[src/rtl/sampling_trigger.sv]
// Capture-window sequencer for the DDR/FML sampling stage: arms, qualifies a bus
// trigger, holds start_stop high for WINDOW cycles, then holds off before re-arming.
module sampling_trigger #(
    parameter int unsigned WINDOW  = 32,
    parameter int unsigned HOLDOFF = 4096,
    parameter int unsigned CNT_W   = 16
) (
    input  logic             sys_clk,
    input  logic             sys_rst_n,
    input  logic             arm,
    input  logic             abort,
    input  logic             continuous,
    input  logic [1:0]       trig_mode,
    input  logic             stb,
    input  logic             we,
    input  logic             ack,
    output logic             start_stop,
    output logic             armed,
    output logic             busy,
    output logic             done,
    output logic [CNT_W-1:0] trig_count
);

    localparam int unsigned SPAN = (WINDOW > HOLDOFF) ? WINDOW : HOLDOFF;
    localparam int unsigned CW   = (SPAN > 1) ? $clog2(SPAN) : 1;

    localparam logic [CW-1:0] WIN_LOAD  = CW'(WINDOW - 1);
    localparam logic [CW-1:0] HOLD_LOAD = CW'(HOLDOFF - 1);

    typedef enum logic [1:0] {
        S_IDLE    = 2'd0,
        S_ARMED   = 2'd1,
        S_CAPTURE = 2'd2,
        S_HOLD    = 2'd3
    } state_e;

    state_e            state_q, state_d;
    logic [CW-1:0]     cnt_q, cnt_d;
    logic [CNT_W-1:0]  trig_count_q, trig_count_d;
    logic              stb_q;
    logic              done_d;
    logic              start_stop_q, armed_q, busy_q, done_q;
    logic              trig_hit_c;

    // Trigger qualification; only consulted while ARMED.
    always_comb begin
        trig_hit_c = 1'b0;
        case (trig_mode)
            2'd0:    trig_hit_c = 1'b1;
            2'd1:    trig_hit_c = stb & ~stb_q;
            2'd2:    trig_hit_c = stb & we & ack;
            default: trig_hit_c = stb & ~we & ack;
        endcase
    end

    // Next state, shared window/holdoff down-counter and trigger count.
    always_comb begin
        state_d      = state_q;
        cnt_d        = cnt_q;
        trig_count_d = trig_count_q;
        done_d       = 1'b0;

        if (abort) begin
            state_d = S_IDLE;
            cnt_d   = '0;
        end else begin
            case (state_q)
                S_IDLE: begin
                    if (arm) begin
                        state_d = S_ARMED;
                    end
                end
                S_ARMED: begin
                    if (trig_hit_c) begin
                        state_d = S_CAPTURE;
                        cnt_d   = WIN_LOAD;
                        if (!(&trig_count_q)) begin
                            trig_count_d = trig_count_q + CNT_W'(1);
                        end
                    end
                end
                S_CAPTURE: begin
                    if (cnt_q == '0) begin
                        state_d = S_HOLD;
                        cnt_d   = HOLD_LOAD;
                        done_d  = 1'b1;
                    end else begin
                        cnt_d = cnt_q - CW'(1);
                    end
                end
                S_HOLD: begin
                    if (cnt_q == '0) begin
                        state_d = continuous ? S_ARMED : S_IDLE;
                    end else begin
                        cnt_d = cnt_q - CW'(1);
                    end
                end
                default: begin
                    state_d = S_IDLE;
                    cnt_d   = '0;
                end
            endcase
        end
    end

    // Outputs are registered from the next state so they line up with it.
    always_ff @(posedge sys_clk or negedge sys_rst_n) begin
        if (!sys_rst_n) begin
            state_q      <= S_IDLE;
            cnt_q        <= '0;
            trig_count_q <= '0;
            stb_q        <= 1'b0;
            start_stop_q <= 1'b0;
            armed_q      <= 1'b0;
            busy_q       <= 1'b0;
            done_q       <= 1'b0;
        end else begin
            state_q      <= state_d;
            cnt_q        <= cnt_d;
            trig_count_q <= trig_count_d;
            stb_q        <= stb;
            start_stop_q <= (state_d == S_CAPTURE);
            armed_q      <= (state_d == S_ARMED);
            busy_q       <= (state_d == S_CAPTURE) || (state_d == S_HOLD);
            done_q       <= done_d;
        end
    end

    assign start_stop = start_stop_q;
    assign armed      = armed_q;
    assign busy       = busy_q;
    assign done       = done_q;
    assign trig_count = trig_count_q;

endmodule

[config.mk]
export PLATFORM = sky130hd
export DESIGN_NAME = sampling_trigger
export DESIGN_NICKNAME = d
export VERILOG_FILES = /design/src/rtl/sampling_trigger.sv
export SDC_FILE = /design/constraint.sdc
export NUM_CORES = 1
export LEC_CHECK = 0
export CORE_MARGIN = 2
export CORE_UTILIZATION = 53
export CTS_CLUSTER_SIZE = 14
export DETAILED_ROUTE_END_ITERATION = 8
export PLACE_DENSITY = 0.78
export SLEW_MARGIN = 20
export SYNTH_ARGS = -nofsm -noshare
export SYNTH_HDL_FRONTEND = slang
export SYNTH_SLANG_ARGS = --single-unit
export TNS_END_PERCENT = 50
[constraint.sdc]
create_clock -name sys_clk -period 2.8 [get_ports sys_clk]
set_input_delay 0.56 -clock sys_clk [delete_from_list [all_inputs] [get_ports sys_clk]]
set_output_delay 0.56 -clock sys_clk [all_outputs]
set_load 0.01 [all_outputs]
==> flow_metrics.env, run 1 <==
export IMPL_routed_via_density=6.08
export IMPL_worst_pin_slew_ns=0.624
export IMPL_synthesis_area_sq_mm=0.00194
export IMPL_core_area_sq_mm=0.00342
export IMPL_gr_total_overflow=0
export IMPL_critical_path_class="register to register"
export IMPL_dieHeight_um=64.5
export IMPL_route_final_wire_length_um=4900
export IMPL_finalMaxSlewViolations=0
export IMPL_fillCellCount=265
export IMPL_clock_tree_root_cell="clkbuf_4"
export IMPL_r2r_slack_ns=0.40
export IMPL_drt_iter0_drc=226
export IMPL_post_cts_setup_buffers=0
export IMPL_fraction_of_final_layout_cells_sized_beyond_drive_strength_1=0.108
export IMPL_run_status="finished, final reports clean"
export IMPL_grt_max_degree=36
export IMPL_cts_num_sinks=35
export IMPL_rsz_0062_raised_after_global_routing="false"
export IMPL_fin_tns_setup_ns=0
export IMPL_yosysWarnings=0
export IMPL_wire_length_per_cell_after_detailed_routing_um=17.1
export IMPL_postSynthCellCount=207
export IMPL_critical_path_max_fanout=7
export IMPL_timing_critical_path_required_ns=3.05
export IMPL_power_density_cell_area_mw_per_mm2=599
export IMPL_via_count=1739
export IMPL_worst_r2r_endpoint="cnt_q[5]"
export IMPL_hold_path_depth=1
export IMPL_finalCoreUtilization=0.683
export IMPL_cts_path_max_buffers=2
export IMPL_floorplan_die_width_um=64.5
export IMPL_hold_buffers=0
export IMPL_met2WireLength_um=2500
export IMPL_num_antenna_cells=0
export IMPL_ys_ff_latch=35
export IMPL_finalClockSkew_ns=0.00773
export IMPL_postCtsResizedCells=0
export IMPL_synth_net_count=220
export IMPL_setup_worst_path_start="cnt_q[0]"
export IMPL_met3RoutedLength_um=294
export IMPL_drt_first_pass_iters=4
export IMPL_grtUsageTotal=0.264
export IMPL_fmax_mhz=416
export IMPL_synth_async_sr_flop_share=1.00
export IMPL_post_synth_cell_area_avg_sq_um=9.36
export IMPL_route_antenna_remaining_nets=0
export IMPL_crit_path_launch_type="register"
export IMPL_peakVddDrop_v=0.000439
export IMPL_port_bufs=29
export IMPL_dp_final_hpwl_um=3560
export IMPL_stdcell_area_sq_mm=0.00233
export IMPL_worst_r2r_startpoint="cnt_q[0]"
export IMPL_routabilityCongestion=0.921
export IMPL_wire_length_on_met1_um=2010
export IMPL_cts_tree="yes"
export IMPL_slew_limit_headroom=0.581
export IMPL_clk_lat_worst_skew_ns=0.35
export IMPL_cts_clk_slew_worst_paths_ns=0.12
export IMPL_drc=0
export IMPL_rr_worst_depth=7
export IMPL_initial_core_util=0.567
export IMPL_worst_endpoint_arrival_ns=2.65
export IMPL_std_cell_rows=21
export IMPL_fin_nets=252
export IMPL_final_period_utilization=0.858
export IMPL_synth_lib_cells_used_distinct=51
export IMPL_cp_end_kind="register"
export IMPL_post_synth_main_area_contributors="dfrtp_1 (45%), nor2_1 (5.4%), xor2_1 (4.5%)"
export IMPL_area_delta_synth_final_pct=20.4
export IMPL_grt_pass1_wl_um=8370
export IMPL_uppermost_layer_routed="met4"
export IMPL_timing_hold_worst_start="trig_count[7]"
export IMPL_yosysTopAreaCellShare=0.452
export IMPL_vias_in_the_first_global_route=1718
export IMPL_setup_viol=0
export IMPL_pin_count=30
export IMPL_placed_instance_area_sq_mm=0.00228
export IMPL_cellLeakagePower_nw=1.04
export IMPL_yosysTopAreaCell="dfrtp_1"
export IMPL_hold_end="trig_count[7]"
export IMPL_max_cap_violations=0
export IMPL_fin_crit_ns=2.40
export IMPL_hold_path_class="register to register"
export IMPL_synth_flop_cell="dfrtp_1"
export IMPL_hold_violations=0
export IMPL_clock_tree_htree_level_count=2
export IMPL_synth_enable_flop_cells=0
export IMPL_cts_buffers=5
export IMPL_antenna_found_initial=0
export IMPL_floorplan_die_area_sq_mm=0.00415
export IMPL_ys_seq_area_frac=0.452
## cells in the mapped netlist (2+ instances only)
| master | count |
|---|---|
| dfrtp_1 | 35 |
| o41ai_1 | 2 |
| or2_2 | 3 |
| nand4_1 | 5 |
| nand2_1 | 11 |
| a221oi_1 | 3 |
| and4_1 | 2 |
| a22o_1 | 2 |
| nor3_1 | 16 |
| xor2_1 | 10 |
| nand3_1 | 7 |
| o21ai_0 | 4 |
| nand2b_1 | 4 |
| and3_1 | 2 |
| inv_1 | 13 |
| nor4_1 | 3 |
| nor2_1 | 28 |
| xnor2_1 | 6 |
| clkbuf_1 | 6 |
| a21oi_1 | 8 |
| ha_1 | 3 |
| o31ai_1 | 4 |
| or3_1 | 2 |
## worst max-delay path: stages (launching register included)
cell,delay (ns)
dfrtp_1,0.42
inv_1,0.13
ha_1,0.17
or2b_2,0.33
or2_4,0.29
nor4_4,0.50
o41ai_1,0.16
a221o_1,0.31
## metrics by stage
stage | setup WS [ns] | power, mW | hold WS, ns | std cells
finish | 0.397 | 1.40 | 0.518 | 286
global route | 0.326 | 1.48 | 0.526 | 286
CTS | 0.417 | 1.39 | 0.512 | 286
detailed placement | 0.283 | 1.12 | 0.496 | 278
global placement | 0.425 | 1.09 | 0.480 | 278
floorplan | 0.687 | 0.951 | 0.264 | 207
## registers in the layout (all words and copies together), names as in the netlist
name and count:
state_q 2, start_stop 1, trig_count 16, cnt_q 12, armed 1, stb_q 1, busy 1, done 1
## cells by family (layout without fill, tap and decap cells)
kind of cell	Yosys count	after routing	share of synthesized area
AO/OA/AOI/OAI	38	38	0.149
XOR/XNOR	16	16	0.0723
adder cells (fa/ha/maj)	3	3	0.0194
buffers and inverters	20	53	0.0394
flip-flops	35	35	0.452
multiplexers	2	2	0.0110
AND/OR/NAND/NOR	93	93	0.256
## power by group
part,internal (mW),switching [mW]
Combinational,0.220,0.271
Sequential,0.558,0.0714
Clock,0.0935,0.184
Total,0.871,0.527
## worst max-delay path by stage
stage	endpoint	slack, ns	cells past startpoint
after floorplan	cnt_q[5]	0.69	5
after CTS	cnt_q[5]	0.42	7
after detailed placement	cnt_q[2]	0.28	6
final	cnt_q[5]	0.40	7
after global placement	cnt_q[2]	0.42	6
after global routing	cnt_q[5]	0.33	7
## layer usage
metal,global-route usage,up-vias
li1,-,813
met1,0.352,852
met2,0.422,64
met3,0.0608,10
met4,0.101,0
met5,0,-
## area by class of cell
cell class / count / area (sq um) / area share
multi-input cells: 152 / 985 / 0.422
clock buffers: 5 / 37.5 / 0.0161
repair buffers: 32 / 313 / 0.134
well taps: 46 / 57.6 / 0.0247
inverters: 13 / 48.8 / 0.0209
flip-flops and latches: 35 / 876 / 0.376
clock inverters: 3 / 15.0 / 0.00644
## layout by cell type (no fill, tap or decap), drive strengths merged, types with 2 or more instances in the layout
master	instances
a21oi	8
a221oi	3
a22o	2
and3	2
and4	2
buf	3
clkbuf	5
clkdlybuf4s50	29
clkinv	3
dfrtp	35
ha	3
inv	13
nand2	11
nand2b	4
nand3	7
nand4	5
nor2	28
nor3	16
nor4	4
o211ai	2
o21ai	5
o31ai	4
o41ai	2
or2	4
or3	3
or4	3
xnor2	6
xor2	10
Note: power is estimated with default switching activity, not from simulation.
==> run 2, diff against run 1 <==
==> constraint.sdc (replaced) <==
create_clock -name sys_clk -period 2.8 [get_ports sys_clk]
set_input_delay 0.56 -clock sys_clk [delete_from_list [all_inputs] [get_ports sys_clk]]
set_output_delay 0.56 -clock sys_clk [all_outputs]
set_load 0.05 [all_outputs]
==> results of run 2 <==
The final DEF is identical to that of run 1. Status: finished, final reports clean.
Main changes from that run: total power 1.40 mW -> 1.48 mW
==> run 3, diff against run 2 <==
--- a/config.mk
+++ b/config.mk
@@ -5,12 +5,11 @@
 export SDC_FILE = /design/constraint.sdc
 export NUM_CORES = 1
 export LEC_CHECK = 0
-export CORE_MARGIN = 2
+export CORE_MARGIN = 5
 export CORE_UTILIZATION = 53
 export CTS_CLUSTER_SIZE = 14
 export DETAILED_ROUTE_END_ITERATION = 8
 export PLACE_DENSITY = 0.78
-export SLEW_MARGIN = 20
 export SYNTH_ARGS = -nofsm -noshare
 export SYNTH_HDL_FRONTEND = slang
 export SYNTH_SLANG_ARGS = --single-unit
==> flow_metrics.env, run 3 (synthesis gave the netlist of run 1 again) <==
export IMPL_run_status="finished, final reports clean"
export IMPL_finalClockSkew_ns=0.00587
export IMPL_num_antenna_cells=0
export IMPL_crit_family="simple AND/OR/NAND/NOR gates"
export IMPL_final_period_utilization=0.841
export IMPL_critical_path_slowest_cell="or4_4"
export IMPL_fin_crit_ns=2.35
export IMPL_port_bufs=29
export IMPL_max_cap_violations=0
export IMPL_timing_critical_path_required_ns=2.97
export IMPL_met2WireLength_um=2040
export IMPL_cts_num_sinks=35
export IMPL_cts_tree="yes"
export IMPL_hold_path_class="register to register"
export IMPL_grt_pass1_wl_um=7510
export IMPL_drt_iter0_drc=231
export IMPL_routed_via_density=5.82
export IMPL_drt_first_pass_iters=4
export IMPL_wire_length_on_met1_um=1890
export IMPL_route_antenna_remaining_nets=0
export IMPL_cellLeakagePower_nw=1.05
export IMPL_antenna_found_initial=0
export IMPL_swShare=0.387
export IMPL_internal_power_mw=0.947
export IMPL_hold_worst_slack_ns=0.503
export IMPL_cp_end_kind="register"
export IMPL_initial_core_util=0.537
export IMPL_worst_pin_slew_ns=0.603
export IMPL_area_delta_synth_final_pct=22.2
export IMPL_sequentialPowerShare=0.406
export IMPL_largest_reg_flops=16
export IMPL_critical_path_cell_chain="or4_4, or2_4, nor4_4, o41ai_1, a221o_1"
export IMPL_power_clock_fraction=0.230
export IMPL_clk_lat_worst_skew_ns=0.29
export IMPL_dp_final_hpwl_um=3190
export IMPL_cts_path_max_buffers=2
export IMPL_slew_limit_headroom=0.595
export IMPL_clock_tree_htree_level_count=2
export IMPL_drc=0
export IMPL_fin_tns_setup_ns=0
export IMPL_grt_max_degree=36
export IMPL_worst_endpoint_arrival_ns=2.53
export IMPL_wp_buf_inv=0
export IMPL_floorplan_die_area_sq_mm=0.00496
export IMPL_clock_tree_root_cell="clkbuf_8"
export IMPL_total_power_mw=1.55
export IMPL_finalMaxSlewViolations=0
export IMPL_wire_length_per_cell_after_detailed_routing_um=15.3
export IMPL_vias_in_the_first_global_route=1576
export IMPL_layout_common_cells="dfrtp_1 (35), clkdlybuf4s50_1 (29), nor2_1 (28)"
export IMPL_dieHeight_um=70.5
export IMPL_fin_nets=252
export IMPL_critical_path_max_fanout=7
export IMPL_via_count=1677
export IMPL_std_cell_rows=22
export IMPL_crit_path_launch_type="register"
export IMPL_pin_count=30
export IMPL_switching_power_mw=0.598
export IMPL_setup_viol=0
export IMPL_power_density_cell_area_mw_per_mm2=653
export IMPL_postCtsResizedCells=0
export IMPL_hold_violations=0
export IMPL_route_final_wire_length_um=4400
export IMPL_p_comb_frac=0.364
export IMPL_cts_buffers=5
export IMPL_cp_slowest_stage_delay_ns=0.58
export IMPL_uppermost_layer_routed="met4"
export IMPL_layout_commonest_cell="dfrtp_1"
export IMPL_critical_path_class="register to register"
export IMPL_fmax_mhz=425
export IMPL_rsz_0062_raised_after_global_routing="false"
export IMPL_gr_total_overflow=0
export IMPL_routabilityCongestion=0.892
export IMPL_cts_clk_slew_worst_paths_ns=0.07
export IMPL_fillCellCount=297
export IMPL_grtUsageTotal=0.191
export IMPL_core_area_sq_mm=0.00361
export IMPL_floorplan_die_width_um=70.5
export IMPL_met3RoutedLength_um=382
export IMPL_hold_buffers=0
export IMPL_fraction_of_final_layout_cells_sized_beyond_drive_strength_1=0.108
export IMPL_stdcell_area_sq_mm=0.00237
export IMPL_post_cts_setup_buffers=0
export IMPL_peakVddDrop_v=0.000312
export IMPL_placed_instance_area_sq_mm=0.00228
run 3: cell count changes in the layout (fill, tap and decap cells not counted):
cell / change
clkbuf_4: -5
clkbuf_8: +5
run 3: per-stage QoR:
| stage | setup WS [ns] | util | std cells |
|---|---|---|---|
| 2_1_floorplan | 0.528 | - | 207 |
| 3_3_place_gp | 0.367 | 0.633 | 280 |
| 3_5_place_dp | 0.237 | 0.633 | 280 |
| 4_1_cts | 0.475 | 0.656 | 288 |
| 5_1_grt | 0.350 | 0.656 | 288 |
| 6_report | 0.446 | 0.656 | 288 |
run 3: layout make-up:
| cell class | instances | area, sq um | share of cell area |
|---|---|---|---|
| multi-input combinational | 152 | 985 | 0.416 |
| sequential | 35 | 876 | 0.370 |
| timing repair buffer | 32 | 313 | 0.132 |
| clock buffer | 5 | 68.8 | 0.0291 |
| tap | 48 | 60.1 | 0.0254 |
| inverter | 13 | 48.8 | 0.0206 |
| clock inverter | 3 | 15.0 | 0.00635 |
run 3: path summary, 6_finish.rpt:
kind / from / endpoint / slack [ns] / depth (start not counted)
max: cnt_q[2] / cnt_q[5] / 0.45 / 5
min: trig_count[7] / trig_count[7] / 0.50 / 1
max reg2reg: cnt_q[2] / cnt_q[5] / 0.45 / 5
min reg2reg: trig_count[7] / trig_count[7] / 0.50 / 1
max in group asynchronous: sys_rst_n / trig_count[10] / 1.79 / 2
min in group asynchronous: sys_rst_n / cnt_q[6] / 0.68 / 2
run 3: power by group through the flow:
stage / combinational [mW] / sequential, mW / clock [mW]
final: 0.563 / 0.627 / 0.355
after detailed placement: 0.559 / 0.636 / 0
after global routing: 0.616 / 0.637 / 0.383
after global placement: 0.549 / 0.633 / 0
after CTS: 0.561 / 0.626 / 0.364
after floorplan: 0.321 / 0.710 / 0
run 3: metal layers:
metal  global-route usage  vias up
li1                     -      814
met1                0.260      783
met2                0.286       72
met3               0.0518        8
met4               0.0766        0
met5                    0        -
